## src/rtl/rgb_pwm_pkg.sv

```systemverilog
// Shared definitions for the RGB LED PWM controller: channel mode encodings.
package rgb_pwm_pkg;

    localparam int MODE_W = 2;

    typedef enum logic [MODE_W-1:0] {
        MODE_OFF     = 2'd0,
        MODE_STEADY  = 2'd1,
        MODE_BLINK   = 2'd2,
        MODE_BREATHE = 2'd3
    } mode_t;

endpackage

```

## src/rtl/rgb_pwm_ch.sv

```systemverilog
// One PWM channel: pending/active configuration, breathe ramp, duty compare
// and the registered PWM output.
module rgb_pwm_ch
    import rgb_pwm_pkg::*;
#(
    parameter int PWM_WIDTH = 8
) (
    input  logic                 clk,
    input  logic                 reset_n,
    input  logic                 wrap,
    input  logic                 blink_on,
    input  logic                 we,
    input  logic [PWM_WIDTH-1:0] cnt,
    input  logic [PWM_WIDTH-1:0] cfg_duty,
    input  logic [MODE_W-1:0]    cfg_mode,
    output logic                 pwm,
    output logic                 active_on
);

    logic [PWM_WIDTH-1:0] pend_duty_r;
    mode_t                pend_mode_r;
    logic [PWM_WIDTH-1:0] act_duty_r;
    mode_t                act_mode_r;
    logic [PWM_WIDTH-1:0] ramp_r;
    logic                 dir_down_r;
    logic                 pwm_r;

    logic [PWM_WIDTH-1:0] next_duty_s;
    mode_t                next_mode_s;
    logic [PWM_WIDTH-1:0] ramp_next_s;
    logic                 dir_next_s;
    logic [PWM_WIDTH-1:0] ramp_inc_s;
    logic [PWM_WIDTH-1:0] ramp_dec_s;
    logic [PWM_WIDTH-1:0] eff_duty_s;

    // A write landing on the wrap cycle bypasses the pending registers.
    always_comb begin
        next_duty_s = pend_duty_r;
        next_mode_s = pend_mode_r;
        if (we) begin
            next_duty_s = cfg_duty;
            next_mode_s = mode_t'(cfg_mode);
        end else begin
            next_duty_s = pend_duty_r;
            next_mode_s = pend_mode_r;
        end
    end

    assign ramp_inc_s = ramp_r + PWM_WIDTH'(1);
    assign ramp_dec_s = ramp_r - PWM_WIDTH'(1);

    // Breathe ramp step, evaluated against the values that become active at this wrap.
    always_comb begin
        ramp_next_s = ramp_r;
        dir_next_s  = dir_down_r;
        if (next_mode_s != MODE_BREATHE || next_duty_s == '0) begin
            ramp_next_s = '0;
            dir_next_s  = 1'b0;
        end else if (ramp_r > next_duty_s) begin
            ramp_next_s = next_duty_s;
            dir_next_s  = 1'b1;
        end else if (!dir_down_r) begin
            if (ramp_r < next_duty_s) begin
                ramp_next_s = ramp_inc_s;
                dir_next_s  = (ramp_inc_s == next_duty_s);
            end else begin
                ramp_next_s = ramp_dec_s;
                dir_next_s  = 1'b1;
            end
        end else begin
            if (ramp_r != '0) begin
                ramp_next_s = ramp_dec_s;
                dir_next_s  = (ramp_dec_s != '0);
            end else begin
                ramp_next_s = ramp_inc_s;
                dir_next_s  = (ramp_inc_s == next_duty_s);
            end
        end
    end

    // Effective duty per active mode.
    always_comb begin
        eff_duty_s = '0;
        case (act_mode_r)
            MODE_STEADY:  eff_duty_s = act_duty_r;
            MODE_BLINK:   eff_duty_s = blink_on ? act_duty_r : '0;
            MODE_BREATHE: eff_duty_s = ramp_r;
            default:      eff_duty_s = '0;
        endcase
    end

    // Configuration, ramp and output registers.
    always_ff @(posedge clk) begin
        if (!reset_n) begin
            pend_duty_r <= '0;
            pend_mode_r <= MODE_OFF;
            act_duty_r  <= '0;
            act_mode_r  <= MODE_OFF;
            ramp_r      <= '0;
            dir_down_r  <= 1'b0;
            pwm_r       <= 1'b0;
        end else begin
            if (we) begin
                pend_duty_r <= cfg_duty;
                pend_mode_r <= mode_t'(cfg_mode);
            end
            if (wrap) begin
                act_duty_r <= next_duty_s;
                act_mode_r <= next_mode_s;
                ramp_r     <= ramp_next_s;
                dir_down_r <= dir_next_s;
            end
            pwm_r <= (cnt < eff_duty_s);
        end
    end

    assign pwm       = pwm_r;
    assign active_on = (act_mode_r != MODE_OFF);

endmodule

```

## src/rtl/rgb_pwm.sv

```systemverilog
// RGB LED PWM controller: shared prescaler, PWM period counter and blink
// phase driving NUM_CH independently configured channels.
module rgb_pwm
    import rgb_pwm_pkg::*;
#(
    parameter int  NUM_CH         = 3,
    parameter int  PWM_WIDTH      = 8,
    parameter int  PRESCALE_WIDTH = 8,
    parameter int  BLINK_WIDTH    = 8,
    localparam int CH_W           = (NUM_CH > 1) ? $clog2(NUM_CH) : 1
) (
    input  logic                      clk,
    input  logic                      reset_n,
    input  logic [PRESCALE_WIDTH-1:0] prescale,
    input  logic                      cfg_we,
    input  logic [CH_W-1:0]           cfg_ch,
    input  logic [PWM_WIDTH-1:0]      cfg_duty,
    input  logic [MODE_W-1:0]         cfg_mode,
    input  logic [BLINK_WIDTH-1:0]    blink_half,
    output logic [NUM_CH-1:0]         pwm_out,
    output logic                      led_en,
    output logic                      period_start
);

    logic [PRESCALE_WIDTH-1:0] presc_r;
    logic [PWM_WIDTH-1:0]      pwm_cnt_r;
    logic [BLINK_WIDTH-1:0]    blink_cnt_r;
    logic                      blink_on_r;
    logic                      led_en_r;
    logic                      period_start_r;

    logic                      tick_s;
    logic                      wrap_s;
    logic [NUM_CH-1:0]         we_s;
    logic [NUM_CH-1:0]         active_on_s;
    logic [NUM_CH-1:0]         pwm_s;

    assign tick_s = (presc_r == prescale);
    assign wrap_s = tick_s && (pwm_cnt_r == '1);

    // Timebase: prescaler, period counter, blink phase and the shared status flops.
    always_ff @(posedge clk) begin
        if (!reset_n) begin
            presc_r        <= '0;
            pwm_cnt_r      <= '0;
            blink_cnt_r    <= '0;
            blink_on_r     <= 1'b1;
            led_en_r       <= 1'b0;
            period_start_r <= 1'b0;
        end else begin
            // >= so a prescale lowered below the running count restarts at once
            if (presc_r >= prescale) begin
                presc_r <= '0;
            end else begin
                presc_r <= presc_r + PRESCALE_WIDTH'(1);
            end
            if (tick_s) begin
                pwm_cnt_r <= pwm_cnt_r + PWM_WIDTH'(1);
            end
            if (wrap_s) begin
                if (blink_cnt_r >= blink_half) begin
                    blink_cnt_r <= '0;
                    blink_on_r  <= ~blink_on_r;
                end else begin
                    blink_cnt_r <= blink_cnt_r + BLINK_WIDTH'(1);
                end
            end
            period_start_r <= wrap_s;
            led_en_r       <= |active_on_s;
        end
    end

    genvar g;
    generate
        for (g = 0; g < NUM_CH; g++) begin : g_ch
            assign we_s[g] = cfg_we && (cfg_ch == CH_W'(g));

            rgb_pwm_ch #(
                .PWM_WIDTH (PWM_WIDTH)
            ) u_ch (
                .clk       (clk),
                .reset_n   (reset_n),
                .wrap      (wrap_s),
                .blink_on  (blink_on_r),
                .we        (we_s[g]),
                .cnt       (pwm_cnt_r),
                .cfg_duty  (cfg_duty),
                .cfg_mode  (cfg_mode),
                .pwm       (pwm_s[g]),
                .active_on (active_on_s[g])
            );
        end
    endgenerate

    assign pwm_out      = pwm_s;
    assign led_en       = led_en_r;
    assign period_start = period_start_r;

endmodule

```

## config.mk

```make
export PLATFORM = sky130hd
export DESIGN_NAME = rgb_pwm
export DESIGN_NICKNAME = d
export VERILOG_FILES = /design/src/rtl/rgb_pwm_pkg.sv /design/src/rtl/rgb_pwm_ch.sv /design/src/rtl/rgb_pwm.sv
export SDC_FILE = /design/constraint.sdc
export NUM_CORES = 1
export LEC_CHECK = 0
export ABC_CLOCK_PERIOD_IN_PS = 3900
export BUFFER_PORTS_ARGS = -buffer_cell sky130_fd_sc_hd__buf_2
export CAP_MARGIN = 25
export CELL_PAD_IN_SITES_DETAIL_PLACEMENT = 0
export CELL_PAD_IN_SITES_GLOBAL_PLACEMENT = 2
export CORE_MARGIN = 5
export CORE_UTILIZATION = 24
export CTS_CLUSTER_SIZE = 16
export DETAILED_ROUTE_END_ITERATION = 12
export PLACE_DENSITY = 0.54
export SLEW_MARGIN = 0
export SYNTH_ARGS = -nofsm -noshare
export SYNTH_HDL_FRONTEND = slang
export SYNTH_SLANG_ARGS = --single-unit
```

## constraint.sdc

```tcl
create_clock -name clk -period 3.9 [get_ports clk]
set_input_delay 0.975 -clock clk [delete_from_list [all_inputs] [get_ports clk]]
set_output_delay 0.975 -clock clk [all_outputs]
set_load 0.02 [all_outputs]
```

==> impl_metrics.toml <==
[status]
outcome = "finished clean"

[synthesis]
synthCells = 972
ys_ff_latch = 117
synth_ff_type = "dfxtp_1"
syn_area_mm2 = 0.00796
synthArstFlopShare = 0
postSynthAreaPerCell_um2 = 8.18
synth_cell_types = 70
ys_seq_area_frac = 0.294
syn_nets = 1073
synth_edf_count = 0
ys.warnings.count = 0

[setup_path]
cp.required_ps = 4240
cp_max_fo = 10
crit_type = "in -> reg"
slowest_delay_ps = 400
slowest_stage = "a221oi_1"
endpoint_kind = "flip-flop"
cp-start-kind = "input pin"
cp_common_cell = "buf_4"
critPathArrivalTime_ps = 4010
path_cells = "buf_2 -> buf_4 -> and3b_1 -> mux2i_1 -> ha_1 -> and4_1 -> a221oi_1 -> nand4_1 -> buf_4 -> nor3_1 -> o32ai_1 -> or3_1 -> a32oi_1"

[route]
ant_nets = 0
wl_um = 26300
dr.pass1.iters = 6
wire_per_inst_um = 17.6
vias_per_cell = 4.67
drc = 0
vias = 6995
drt_iter0_drc = 316

[placed_design]
dp.cells = 1465
io_buffer_count = 35
place_congestion = 0.772
hpwl_um = 19800
placed_cell_area_mm2 = 0.00906

[floorplanning]
num_rows = 66
core-area_mm2 = 0.0326
fp.dieArea_mm2 = 0.0369
io_pins = 36
die_w_um = 192
start_util = 0.244
die_h_um = 192

[layout]
antenna_cells = 0
final_common_cell = "nor2_1"
fin_area_mm2 = 0.00973
layout_common_cells = "138 x nor2_1, 117 x dfxtp_1, 78 x nand2_1, 74 x buf_4, 70 x ha_1"
nNetsFinal = 1143
fin_cells = 1497
drive_gt1_frac = 0.162
area_growth_pct = 22.3

[flow_run]
drv_cap = 0

[clock_tree]
cts_tree = "yes"
clk_pin_slew_ps = 60
cts.sinks = 117
numCtsBuffers = 17
clockBufferDepth = 2
htreeDepth = 4
postCtsHoldBufs = 0
post_cts_resized = 0
cts-root-buf = "clkbuf_16"
cts_setup_buffers = 0
worstSkewPairLatency_ps = 420

[global_routing]
grt_max_degree = 55
grt_pass1_vias = 7039
overflow = 0
grt_usage = 0.147
antenna_found_initial = 0
grt_pass1_wl_um = 41900

[timing]
setup_viol = 0
hold_viol_final = 0
fmax_mhz = 273
period_share = 0.940
tns_ps = 0
clock-skew-final_ps = 7.20
relSlewSlack = 0.542
post-route-min-period_ps = 3670
drv_slew = 0
grt_setup_unrepaired = "no"
worstMarginPinSlew_ps = 679

[power]
vdd_drop_max_v = 0.000260
power_density_mw_per_mm2 = 360
p_leak_uw = 0.00402

[worst_hold_path]
hold_path_class = "reg -> reg"
## metal layers
layer | vias up | share of wire | track usage
met5 | - | 0 | 0
met4 | 0 | 0.010 | 0.0337
met3 | 17 | 0.023 | 0.0222
met2 | 78 | 0.45 | 0.233
met1 | 3267 | 0.51 | 0.211
li1 | 3633 | - | -
## power breakdown
part           internal, µW  switching, µW  leakage (µW)  total (µW)
sequential             1210           7.15      0.000945        1220
combinational           210            252       0.00276         462
clock                  1210            610      0.000315        1820
## metrics by stage
step	hold slack [ps]	utilization	worst slack, ps	total power (µW)
final	458	0.298	233	3500
after global routing	486	0.298	22.9	3660
after CTS	464	0.298	258	3560
after global placement	442	0.278	-129	1710
after floorplan	426	-	10.8	1520
after detailed placement	450	0.278	-188	1710
## cell families after synthesis
family,after synthesis,synth area share
xor+xnor,80,0.0881
simple gates,354,0.212
compound gates,196,0.170
buf+inv,98,0.0495
flops,117,0.294
fa+ha+maj,74,0.115
mux,53,0.0708
## cell type report
type                            count  area [µm²]
Clock buffer                       19         443
Clock inverter                     13         229
Fill cell                        3535       22900
Inverter                           39         146
Multi-Input combinational cell    757        5270
Sequential cell                   117        2340
Tap cell                          442         553
Timing Repair Buffer              110         751
## final timing paths
path | start | to | slack (ps) | cells past startpoint
min reg2reg | presc_r[0] | presc_r[0] | 460 | 1
min | presc_r[0] | presc_r[0] | 460 | 1
max reg2reg | g_ch[1].u_ch.pend_duty_r[7] | g_ch[1].u_ch.ramp_r[3] | 1100 | 10
max | cfg_ch[1] | g_ch[1].u_ch.ramp_r[3] | 230 | 13
## sequential cells by signal, summed over array words and instances, names as in the netlist
register,count
g_ch.u_ch.pwm,3
period_start,1
g_ch.u_ch.act_duty_r,24
pwm_cnt_r,8
g_ch.u_ch.pend_mode_r,6
g_ch.u_ch.pend_duty_r,24
presc_r,8
blink_on_r,1
blink_cnt_r,8
led_en,1
g_ch.u_ch.dir_down_r,3
g_ch.u_ch.ramp_r,24
g_ch.u_ch.act_mode_r,6
## cell usage after synthesis (28+ instances only)
cell	n	area (µm²)
a211oi_1	38	285
a21oi_1	34	170
clkbuf_1	47	176
dfxtp_1	117	2340
ha_1	70	876
inv_1	39	146
mux2i_1	35	350
nand2_1	78	293
nand3_1	28	140
nand4_1	28	175
nor2_1	139	522
xnor2_1	41	359
xor2_1	39	342
## worst max-delay path: cells and delay by family
family	cells	cell delay, ps
muxes	1	280
AOI/OAI and AO/OA	3	670
adders and majority gates	1	290
buffers and inverters	3	490
and+or+nand+nor	5	1300
Power figures use the tool's default switching activity.
